==> config.mk <==
export PLATFORM = sky130hd
export DESIGN_NAME = counter1
export DESIGN_NICKNAME = d
export VERILOG_FILES = /design/src/rtl/counter1_pkg.sv /design/src/rtl/counter1.sv
export SDC_FILE = /design/constraint.sdc
export NUM_CORES = 1
export LEC_CHECK = 0
export CORE_AREA = 5 5 42 44
export CTS_CLUSTER_DIAMETER = 60
export DETAILED_ROUTE_END_ITERATION = 16
export DIE_AREA = 0 0 47 49
export PLACE_DENSITY = 0.59
export SLEW_MARGIN = 20
export SYNTH_ARGS = -nofsm -noshare
export SYNTH_HDL_FRONTEND = slang
export SYNTH_SLANG_ARGS = --single-unit
==> constraint.sdc <==
create_clock -name clk -period 3.28 [get_ports clk]
set_input_delay 0.492 -clock clk [delete_from_list [all_inputs] [get_ports clk]]
set_output_delay 0.492 -clock clk [all_outputs]
set_load 0.01 [all_outputs]
==> src/rtl/counter1_pkg.sv <==
// Shared default constants for the counter1 wrapping counter.
package counter1_pkg;

  localparam int COUNTER1_DEFAULT_WIDTH       = 8;
  localparam int COUNTER1_DEFAULT_STEP        = 1;
  localparam int COUNTER1_DEFAULT_RESET_VALUE = 0;

endpackage : counter1_pkg

==> src/rtl/counter1.sv <==
// Wrapping up-counter: adds STEP each clock and wraps to 0 once the next count would exceed MAX_VALUE.
// Optional macro COUNTER1_POWERUP_INIT_EN gives the count register a RESET_VALUE power-up value.
module counter1
  import counter1_pkg::*;
#(
  parameter int WIDTH       = COUNTER1_DEFAULT_WIDTH,
  parameter int STEP        = COUNTER1_DEFAULT_STEP,
  parameter int MAX_VALUE   = 2**WIDTH - 1,
  parameter int RESET_VALUE = COUNTER1_DEFAULT_RESET_VALUE
) (
  output logic [WIDTH-1:0] value,
  input  logic             clk,
  input  logic             reset
);

  // Stop elaboration when the parameter set could never produce a legal count.
  if (STEP < 1 || MAX_VALUE < STEP || RESET_VALUE > MAX_VALUE) begin : g_bad_params
    $fatal(1, "counter1: illegal parameters STEP=%0d MAX_VALUE=%0d RESET_VALUE=%0d",
           STEP, MAX_VALUE, RESET_VALUE);
  end

  localparam logic [WIDTH:0]   LP_STEP_EXT  = (WIDTH+1)'(STEP);
  localparam logic [WIDTH:0]   LP_MAX_EXT   = (WIDTH+1)'(MAX_VALUE);
  localparam logic [WIDTH-1:0] LP_RESET_VAL = WIDTH'(RESET_VALUE);

`ifdef COUNTER1_POWERUP_INIT_EN
  logic [WIDTH-1:0] r_value = LP_RESET_VAL;
`else
  logic [WIDTH-1:0] r_value;
`endif

  logic [WIDTH:0]   w_sumExt;
  logic [WIDTH-1:0] w_nextValue;

  // The sum carries one extra bit so the wrap test cannot overflow.
  always_comb begin
    w_sumExt    = {1'b0, r_value} + LP_STEP_EXT;
    w_nextValue = '0;
    if (w_sumExt <= LP_MAX_EXT) begin
      w_nextValue = w_sumExt[WIDTH-1:0];
    end
  end

  always_ff @(posedge clk) begin
    if (reset) begin
      r_value <= LP_RESET_VAL;
    end else begin
      r_value <= w_nextValue;
    end
  end

  assign value = r_value;

endmodule : counter1

Yosys cells after proc, flatten, opt, wreduce, memory -nomap -nowiden
Cells that the tools add are included.
{ "op_classes": {"addsub": 1, "n_mul": 0, "div": 0, "n_lt_le_gt_ge": 1, "eq_ne": 0, "shifts": 0, "n_mux": 0, "bitwise": 1, "reduce_logical": 1} }
{ "ops": {"columns": ["cell", "count"], "rows": [
  ["8-bit by 1-bit adder with 9-bit output, second input constant", 1],
  ["9-bit by 8-bit <= comparator with 1-bit output, second input constant", 1],
  ["2-bit OR reduction", 1],
  ["1-bit inverter", 1]
]} }
{ "word_totals": {"ff_bits": 8, "latchBits": 0, "ramBits": 0, "mem_bits_ro": 0, "elab_cells": 5, "memories": 0} }

Logic depth before layout (Yosys ltp)
{ "depth": {"ltp_word": 4, "ltp_mapped": 5, "depth_no_buf": 5} }

Least setup slack after synthesis
Ideal clock, no wire load.
{ "synth_path": {"path_kind": "reg2reg", "from": "reg r_value[0], in the netlist value[0]", "to": "reg r_value[4], in the netlist value[4]", "setup_ns": 0.133, "arrival_time_ns": 1.535, "required_ns": 3.147, "slack_ns": 1.612, "stages_incl_launch_ff": 6, "n_path_buf": 0, "period_less_slack_ns": 1.668, "cell_sequence": "dfxtp_1 inv_1 ha_1 or3_4 nor4_4 o221ai_1"} }
{ "synth_between": {"elab_chain_len": 4} }
{ "synth_rtl": {"columns": ["item", "line", "text"], "rows": [
  ["start, declared", "counter1.sv:29", "logic [WIDTH-1:0] r_value;"],
  ["start signal, assigned", "counter1.sv:48", "r_value <= w_nextValue;"],
  ["8-bit by 1-bit adder with 9-bit output", "counter1.sv:37", "w_sumExt = {1'b0, r_value} + LP_STEP_EXT;"],
  ["named net w_sumExt[0]", "counter1.sv:32", "logic [WIDTH:0] w_sumExt;"],
  ["9-bit by 8-bit <= comparator with 1-bit output", "counter1.sv:39", "if (w_sumExt <= LP_MAX_EXT) begin"],
  ["1-bit inverter (no source line)", null, null],
  ["2-bit OR reduction (no source line)", null, null]
]} }
The timed path passes the listed nets, and every way through them passes these cells.
A chain may end at the register's enable or synchronous reset.

Worst setup path after layout
{ "layout_path": {"from": "reg r_value[3], in the netlist value[3]", "to": "out value[3]"} }
{ "layout_lines": {"columns": ["item", "line", "text"], "rows": [
  ["end, declared", "counter1.sv:11", "output logic [WIDTH-1:0] value,"]
]} }
No word-level cell between the ends.

==> reports/metrics.csv <==
stage,metric,value,unit
die,die area,2300,µm²
place,gpl congestion,0.753,
power_and_ir_drop,VDD IR max,0.000363,V
sta,relative slew slack,0.736,
global_route,first-pass GRT wire length,1.59,mm
setup_path,critical path type,reg2out,
hold_path,HP Class,reg2reg,
global_route,largest net degree at the start of global routing,10,
place,Setup WS pre-CTS,1540,ps
setup_path,Reg-to-Reg End,value[4],
place,Post-DP HPWL,691,µm
finish,Finished Cell Area,551,µm²
power_and_ir_drop,Leak,0.185,nW
global_route,GR Overflow Total,0,
clock_tree,CTS Buffer Depth,2,
clock_tree,Post-CTS Setup Bufs,0,
setup_path,crit-path leading delay family,buffers and inverters,
die,die height,49,µm
sta,max-slew violations,0,
finish,Syn-to-layout area delta,31.7,%
setup_path,WP data arrival,1260,ps
setup_path,Crit. End Element,primary output,
synth,largest family of logic cells by synthesized area,simple AND/OR/NAND/NOR gates,
setup_path,CP Max Fanout,7,
global_route,initial antenna violation count,0,
hold_path,Hold Startpoint,value[0],
sta,Final WS setup,1530,ps
detailed_routing,Routed WL,895,µm
sta,fin crit share,0.535,
clock_tree,clk slew on worst S/H paths,50,ps
die,row count,14,
sta,final hold violations,0,
die,Initial Utilization,0.298,
place,placed insts,70,
hold_path,Min-Delay Path Depth,1,
finish,"commonest non-fill, non-tap cell in the layout",clkdlybuf4s50_1,
detailed_routing,DRT Pass-1 Iters,4,
die,Ports,10,
finish,layout cell share with drive strength beyond 1,0.105,
synth,"Seq/Total Area, Yosys",0.383,
die,chip width,47,µm
setup_path,CP required,2790,ps
finish,Layout Cells excl Fill,73,
detailed_routing,wire length per cell,12.3,µm
synth,Syn. warnings,0,
setup_path,CP Buf/Inv Count,1,
synth,simple-gate area share of the yosys netlist,0.305,
sta,final setup violation count,0,
global_route,Total GRT Usage,0.0965,
synth,cells after synthesis,45,
synth,compound-gate portion of the synthesized area,0.192,
setup_path,reg2reg setup slack,1570,ps
setup_path,slowest CP cell,clkdlybuf4s50_1,
clock_tree,Sink Count,8,
detailed_routing,DRC,0,
synth,multiplexer area fraction after synthesis,0,
sta,Achievable Freq,570,MHz
hold_path,Hold EP,value[0],
sta,Setup Skew,7.57,ps
setup_path,R2R depth,5,
detailed_routing,DR iter-0 viols,12,
place,Port Buffer Count,9,
finish,max reg flops,8,
synth,Mapped Nets,49,
clock_tree,CTS H-tree lvls,1,
clock_tree,CTS root buffer,clkbuf_4,
sta,Fin Setup TNS,0,ps
synth,post-synth design cell area,418,µm²
clock_tree,cts repair resizes,0,
synth,Yosys cell types,26,
setup_path,"Cell Chain, Critical Path",clkdlybuf4s50_1,
setup_path,"slowest stage delay, CP",580,ps
sta,unrepaired setup endpoints after global routing,false,
status,status,finished clean,
power_and_ir_drop,pwr/cell area,711,nW/µm²
synth,synthesis-stage register bit count,8,
synth,Synth Area in Adders,0.0599,
finish,# diodes,0,
global_route,vias in the first global route,353,
clock_tree,CTS tree,yes,
sta,Worst Max-Slew Pin Slew,393,ps
setup_path,nature of the critical path startpoint,flop,
synth,Synth Area per Inst,9.29,µm²
power_and_ir_drop,Total Power,0.000392,W
detailed_routing,Post-DRT Antenna Nets,0,
die,core area,1400,µm²
clock_tree,TritonCTS Buffers,3,
finish,"commonest non-fill, non-tap cells in the layout","clkdlybuf4s50_1 (9), dfxtp_1 (8), nand2_1 (5)",
detailed_routing,vias after detailed routing,370,
detailed_routing,number of vias per cell,5.07,
sta,post-route minimum period,1750,ps
clock_tree,CTS Hold Bufs,0,
synth,XOR/XNOR Fraction of Synth Area,0.0419,
finish,Final Net Count,63,
place,"Cell Area, Placed",528,µm²
clock_tree,Skew-Pair Late Insertion Delay,250,ps
setup_path,RR Startpoint,value[0],
job,max_cap viols,0,
## area by class of cell
| type | instances | area, µm² |
|---|---|---|
| fill | 152 | 851 |
| inverter | 2 | 7.51 |
| clock buffer | 3 | 22.5 |
| multi-input combinational | 35 | 250 |
| tap | 16 | 20.0 |
| timing repair buffer | 9 | 90.1 |
| sequential | 8 | 160 |
## how the worst max path moves through the flow
| stage | to | slack, ps | cells past startpoint | startpoint |
|---|---|---|---|---|
| 2_1_floorplan | value[4] | 1610 | 5 | value[0] |
| 3_3_place_gp | value[7] | 1550 | 3 | reset |
| 3_5_place_dp | value[7] | 1540 | 3 | reset |
| 4_1_cts | value[3] | 1500 | 1 | value[3] |
| 5_1_grt | value[3] | 1420 | 1 | value[3] |
| 6_report | value[3] | 1530 | 1 | value[3] |
## cell usage after synthesis
cell,n,area [µm²]
dfxtp_1,8,160
nand2_1,5,18.8
a21oi_1,4,20.0
ha_1,2,25.0
inv_1,2,7.51
nand3_1,2,10.0
nand3b_1,2,15.0
or3_1,2,12.5
a22oi_1,1,7.51
a31oi_1,1,6.26
nand2b_1,1,6.26
nand4_1,1,6.26
nor2_1,1,3.75
nor3_1,1,5.00
nor4_4,1,21.3
o211ai_1,1,7.51
o21ai_0,1,5.00
o21ai_2,1,8.76
o21bai_1,1,7.51
o221ai_1,1,8.76
o311ai_1,1,8.76
or3_4,1,11.3
or4_1,1,7.51
or4b_1,1,10.0
xnor2_1,1,8.76
xor2_1,1,8.76
## per-layer routing
metal,up-vias,part of all wire,track usage,wire length [µm]
li1,194,-,-,-
met1,169,0.46,0.114,416
met2,7,0.49,0.138,436
met3,0,0.047,0.0554,42
met4,0,0,0.0415,0
met5,-,0,0,0
## logic make-up after synthesis
logic type,count (synthesis)
xor+xnor,2
flops,8
compound gates,12
fa+ha+maj,2
buf+inv,2
simple gates,19
## stage by stage
step                      utilization  hold WS, ps
after detailed placement        0.377          503
after global routing            0.393          558
after CTS                       0.393          519
after floorplan                     -          504
after global placement          0.377          489
final                           0.393          519
## report_power, final
group / total (W) / switching (W) / internal (W) / leakage (nW)
sequential: 0.000161 / 0.0000376 / 0.000124 / 0.0657
clock: 0.0000750 / 0.0000332 / 0.0000419 / 0.0138
combinational: 0.000155 / 0.0000730 / 0.0000823 / 0.106
No activity file was read; power rests on OpenSTA's default activity.
